### config.mk
export PLATFORM = sky130hd
export DESIGN_NAME = tx_arbiter
export DESIGN_NICKNAME = d
export VERILOG_FILES = /design/src/rtl/tx_arbiter.sv
export SDC_FILE = /design/constraint.sdc
export NUM_CORES = 1
export LEC_CHECK = 0
export CAP_MARGIN = 20
export CORE_MARGIN = 4
export CORE_UTILIZATION = 52
export CTS_CLUSTER_SIZE = 20
export DETAILED_ROUTE_END_ITERATION = 8
export PLACE_DENSITY_LB_ADDON = 0.3
export SLEW_MARGIN = 20
export SYNTH_ARGS = -nofsm -noshare
export SYNTH_HDL_FRONTEND = slang
export SYNTH_SLANG_ARGS = --single-unit
export TNS_END_PERCENT = 5
### constraint.sdc
create_clock -name clk -period 2.45 [get_ports clk]
set_clock_uncertainty 0.1 [all_clocks]
set_input_delay 0.735 -clock clk [delete_from_list [all_inputs] [get_ports clk]]
set_output_delay 0.735 -clock clk [all_outputs]
set_load 0.01 [all_outputs]
### src/rtl/tx_arbiter.sv
// Round-robin scheduler sharing one UART transmitter between an echo path and a key path.
// Buffers one byte per requester and enforces frame spacing with a local down-counter.
module tx_arbiter #(
  parameter int unsigned CLKS_PER_BIT = 5208,
  parameter int unsigned FRAME_BITS   = 10,
  parameter int unsigned GUARD_CYCLES = 16
) (
  input  logic       clk,
  input  logic       reset,
  input  logic       echo_valid,
  input  logic [7:0] echo_data,
  input  logic       key_valid,
  input  logic [7:0] key_data,
  output logic       tx_start,
  output logic [7:0] tx_data,
  output logic       busy,
  output logic       grant_key,
  output logic       echo_drop,
  output logic       key_drop
);

  localparam int unsigned FrameCycles = CLKS_PER_BIT * FRAME_BITS + GUARD_CYCLES;
  localparam int unsigned CntW        = (FrameCycles > 1) ? $clog2(FrameCycles) : 1;
  localparam logic [CntW-1:0] CntLoad = CntW'(FrameCycles - 1);

  typedef enum logic [0:0] {StIdle, StWait} state_e;

  state_e          state_q, state_d;
  logic [CntW-1:0] cnt_q, cnt_d;
  logic            echo_pend_q, echo_pend_d;
  logic            key_pend_q, key_pend_d;
  logic [7:0]      echo_buf_q, echo_buf_d;
  logic [7:0]      key_buf_q, key_buf_d;
  logic            tx_start_q, tx_start_d;
  logic [7:0]      tx_data_q, tx_data_d;
  logic            grant_key_q, grant_key_d;
  logic            echo_drop_q, echo_drop_d;
  logic            key_drop_q, key_drop_d;
  logic            launch, win_key, grant_echo_now, grant_key_now;

  always_comb begin
    state_d        = state_q;
    cnt_d          = cnt_q;
    echo_pend_d    = echo_pend_q;
    key_pend_d     = key_pend_q;
    echo_buf_d     = echo_buf_q;
    key_buf_d      = key_buf_q;
    tx_start_d     = 1'b0;
    tx_data_d      = tx_data_q;
    grant_key_d    = grant_key_q;
    echo_drop_d    = 1'b0;
    key_drop_d     = 1'b0;
    launch         = 1'b0;
    win_key        = 1'b0;

    unique case (state_q)
      StIdle: begin
        if (echo_pend_q || key_pend_q) begin
          launch = 1'b1;
          // On a tie the requester that did not win last time goes next.
          win_key     = key_pend_q & (~echo_pend_q | ~grant_key_q);
          tx_start_d  = 1'b1;
          tx_data_d   = win_key ? key_buf_q : echo_buf_q;
          grant_key_d = win_key;
          cnt_d       = CntLoad;
          state_d     = StWait;
        end
      end
      StWait: begin
        if (cnt_q == '0) begin
          state_d = StIdle;
        end else begin
          cnt_d = cnt_q - 1'b1;
        end
      end
      default: state_d = StIdle;
    endcase

    grant_echo_now = launch & ~win_key;
    grant_key_now  = launch & win_key;

    if (grant_echo_now) echo_pend_d = 1'b0;
    if (grant_key_now)  key_pend_d  = 1'b0;

    // A request landing in its own grant cycle refills the freed slot.
    if (echo_valid) begin
      if (!echo_pend_q || grant_echo_now) begin
        echo_buf_d  = echo_data;
        echo_pend_d = 1'b1;
      end else begin
        echo_drop_d = 1'b1;
      end
    end

    if (key_valid) begin
      if (!key_pend_q || grant_key_now) begin
        key_buf_d  = key_data;
        key_pend_d = 1'b1;
      end else begin
        key_drop_d = 1'b1;
      end
    end
  end

  always_ff @(posedge clk) begin
    if (reset) begin
      state_q     <= StIdle;
      cnt_q       <= '0;
      echo_pend_q <= 1'b0;
      key_pend_q  <= 1'b0;
      echo_buf_q  <= 8'h00;
      key_buf_q   <= 8'h00;
      tx_start_q  <= 1'b0;
      tx_data_q   <= 8'h00;
      grant_key_q <= 1'b1;
      echo_drop_q <= 1'b0;
      key_drop_q  <= 1'b0;
    end else begin
      state_q     <= state_d;
      cnt_q       <= cnt_d;
      echo_pend_q <= echo_pend_d;
      key_pend_q  <= key_pend_d;
      echo_buf_q  <= echo_buf_d;
      key_buf_q   <= key_buf_d;
      tx_start_q  <= tx_start_d;
      tx_data_q   <= tx_data_d;
      grant_key_q <= grant_key_d;
      echo_drop_q <= echo_drop_d;
      key_drop_q  <= key_drop_d;
    end
  end

  assign tx_start  = tx_start_q;
  assign tx_data   = tx_data_q;
  assign busy      = (state_q != StIdle);
  assign grant_key = grant_key_q;
  assign echo_drop = echo_drop_q;
  assign key_drop  = key_drop_q;

endmodule
==> results.md <==
- Status: finished, final reports clean
- Gpl congestion: 0.796
- Top delay family on crit path: buffers and inverters
- Mean Syn Cell Area: 8.89 µm²
- Design Power: 1.78 mW
- Setup total negative slack: 0 ps
- Num CTS Buffers: 5
- HPWL after DPL: 3280 µm
- Cell Area, Synth: 2020 µm²
- Worst-Skew Late Latency: 300 ps
- Hold Path Class: register to register
- Async SR Flop Fraction: 0
- Worst Path Max Fanout: 4
- WHS Endpoint: key_buf_q[6]
- Layout Nets: 283
- Worst-path clk slew: 80 ps
- Register area: 941 µm²
- IO buf count: 32
- Synth Register Bits: 47
- Worst Hold Launch: key_buf_q[6]
- CP Launch Type: register
- Antenna Violating Nets Remaining: 0
- Maximum clock rate: 0.461 GHz
- WL met3: 291 µm
- Max-slew headroom: 0.521
- Grt total ovfl: 0
- Cell Rows: 22
- Met2 wire length: 2240 µm
- Slew Viols, Final: 0
- Top_reg_cell synth: dfxtp_1
- EDFF count, synth: 0
- Die area: 4940 µm²
- Clk buf depth: 2
- Area grow syn2layout: 24.7%
- Top-count cell post-synth: dfxtp_1
- GRT Util Overall: 0.186
- Initial antenna violation count: 0
- Critical-path cell list: clkdlybuf4s50_1
- Htree depth: 2
- WL per Instance: 14.3 µm
- First-pass GRT wire length: 7560 µm
- Area of the multi-input gates: 1010 µm²
- Routed WL: 4440 µm
- Hold path depth: 2
- Iteration-0 DRC Markers: 64
- Leak pwr: 0.880 nW
- Slew @ Worst Pin: 713 ps
- Share of the synthesized area in the top cell type: 0.466
- Crit share post-route: 0.885
- Clock sink total: 47
- DR vias/cell: 5.85
- Via Count: 1,819
- DRC Markers: 0
- P per Cell Area: 709 nW/µm²
- Post CTS Setup Buffer Count: 0
- Crit-path max cell delay: 590 ps
- Largest net degree at the start of global routing: 22
- Die Span Y: 70.3 µm
- Post-synthesis sequential area ratio: 0.466
- Syn nets: 248
- Max-cap violations: 0
- Via count of the first global-routing pass: 1,746
- Kind of critical path: register to output port
- Most instantiated cells after synthesis: 47 x dfxtp_1, 26 x a21oi_1, 17 x nand3_1
- WP data arrival: 1330 ps
- Placed cell count: 303
- Initial Util: 0.543
- Ys Warns: 0
- Crit end category: output port
- Antenna diodes: 0
- Maximum vdd drop: 490 µV
- Share of cells above drive strength 1: 0.0875
- Cells after Synth: 227
- Highest Signal Layer: met4
- Post-CTS sizing: 0
- Final hold slack: 357 ps
- R2R Setup Slk: 280 ps
- Core area: 3720 µm²
- RSZ-0062 raised after global routing: false
- Top Ports: 33
- Fin. Hold Viols: 0
- # fillers: 329
- Initial DRT Pass Iterations: 4
- Ranking of synthesized cells by area: dfxtp_1 47%, a21oi_1 6.4%, a211oi_1 4.8%
- CTS Hold Bufs: 0
- Worst R2R End: cnt_q[11]
- Unique cell type count in the Yosys netlist: 38
- Dominant cell type by area after synthesis: dfxtp_1
- Reg2reg start: cnt_q[4]
- Slowest cell on crit path: clkdlybuf4s50_1
- Clk root buf: clkbuf_8
- CTS tree: done
- Die Span X: 70.3 µm
- Bufs and invs on worst path: 1
- Min cycle time layout: 2170 ps
- R2r worst-path depth: 4
- WP data required: 1620 ps
- Post-route insts no fill: 311
- Met1 WL: 1850 µm
- Endpoints failing setup: 0
==> per-stage QoR <==
stage / util / cell area (µm²) / setup WS [ps]
CTS: 0.677 / 2520 / 273
global route: 0.677 / 2520 / 173
global placement: 0.649 / 2410 / 365
finish: 0.677 / 2520 / 281
floorplan: - / 2020 / 396
detailed placement: 0.649 / 2410 / 292
==> layer usage <==
| metal | track usage | vias to the layer above |
|---|---|---|
| met3 | 0.0504 | 8 |
| met1 | 0.204 | 840 |
| met2 | 0.328 | 46 |
| met5 | 0 | - |
| met4 | 0.0851 | 0 |
| li1 | - | 925 |
==> state kept, by name, summed over array words and instances, names as in the netlist <==
| register | flops |
|---|---|
| grant_key | 1 |
| key_buf_q | 8 |
| cnt_q | 16 |
| key_drop | 1 |
| tx_start | 1 |
| busy | 1 |
| tx_data | 8 |
| echo_buf_q | 8 |
| key_pend_q | 1 |
| echo_pend_q | 1 |
| echo_drop | 1 |
==> tightest hold or removal path: stages (launching register included) <==
cell and delay [ps]:
dfxtp_1 320, nand2_1 50, a21oi_1 50
==> power by group <==
part           switching, mW  total, mW  internal [mW]
Sequential            0.0607      0.892          0.831
Clock                  0.256      0.512          0.257
Combinational          0.197      0.380          0.183
==> cells by family after synthesis <==
| group | after synthesis | synth area share |
|---|---|---|
| simple gates | 81 | 0.219 |
| compound gates | 70 | 0.223 |
| flops | 47 | 0.466 |
| buf+inv | 18 | 0.0353 |
| mux | 9 | 0.0453 |
| xor+xnor | 1 | 0.00434 |
| fa+ha+maj | 1 | 0.00620 |
==> cells in the final DEF (no fill, tap or decap), types with 7 or more instances in the layout <==
cell	count
nand3_1	17
nand2_1	11
buf_4	9
mux2i_1	8
dfxtp_1	47
clkbuf_8	7
or4_1	9
o21ai_0	9
a211oi_1	13
clkdlybuf4s50_1	32
a21oi_1	26
nor2_1	16
==> layout make-up <==
class                   count  area share
well taps                  48      0.0239
clock buffers               7      0.0383
clock inverters             1     0.00298
multi-input cells         162       0.400
repair buffers             41       0.154
flip-flops and latches     47       0.374
inverters                   5     0.00746
==> worst max-delay path by stage <==
stage | start | endpoint | slack (ps) | depth (start not counted)
after floorplan | cnt_q[4] | cnt_q[11] | 400 | 4
after global placement | cnt_q[4] | cnt_q[11] | 360 | 4
after detailed placement | cnt_q[4] | cnt_q[11] | 290 | 4
after CTS | cnt_q[4] | cnt_q[11] | 270 | 4
after global routing | cnt_q[0] | cnt_q[14] | 170 | 6
final | busy | busy | 280 | 1
(Power assumes the default switching activity.)
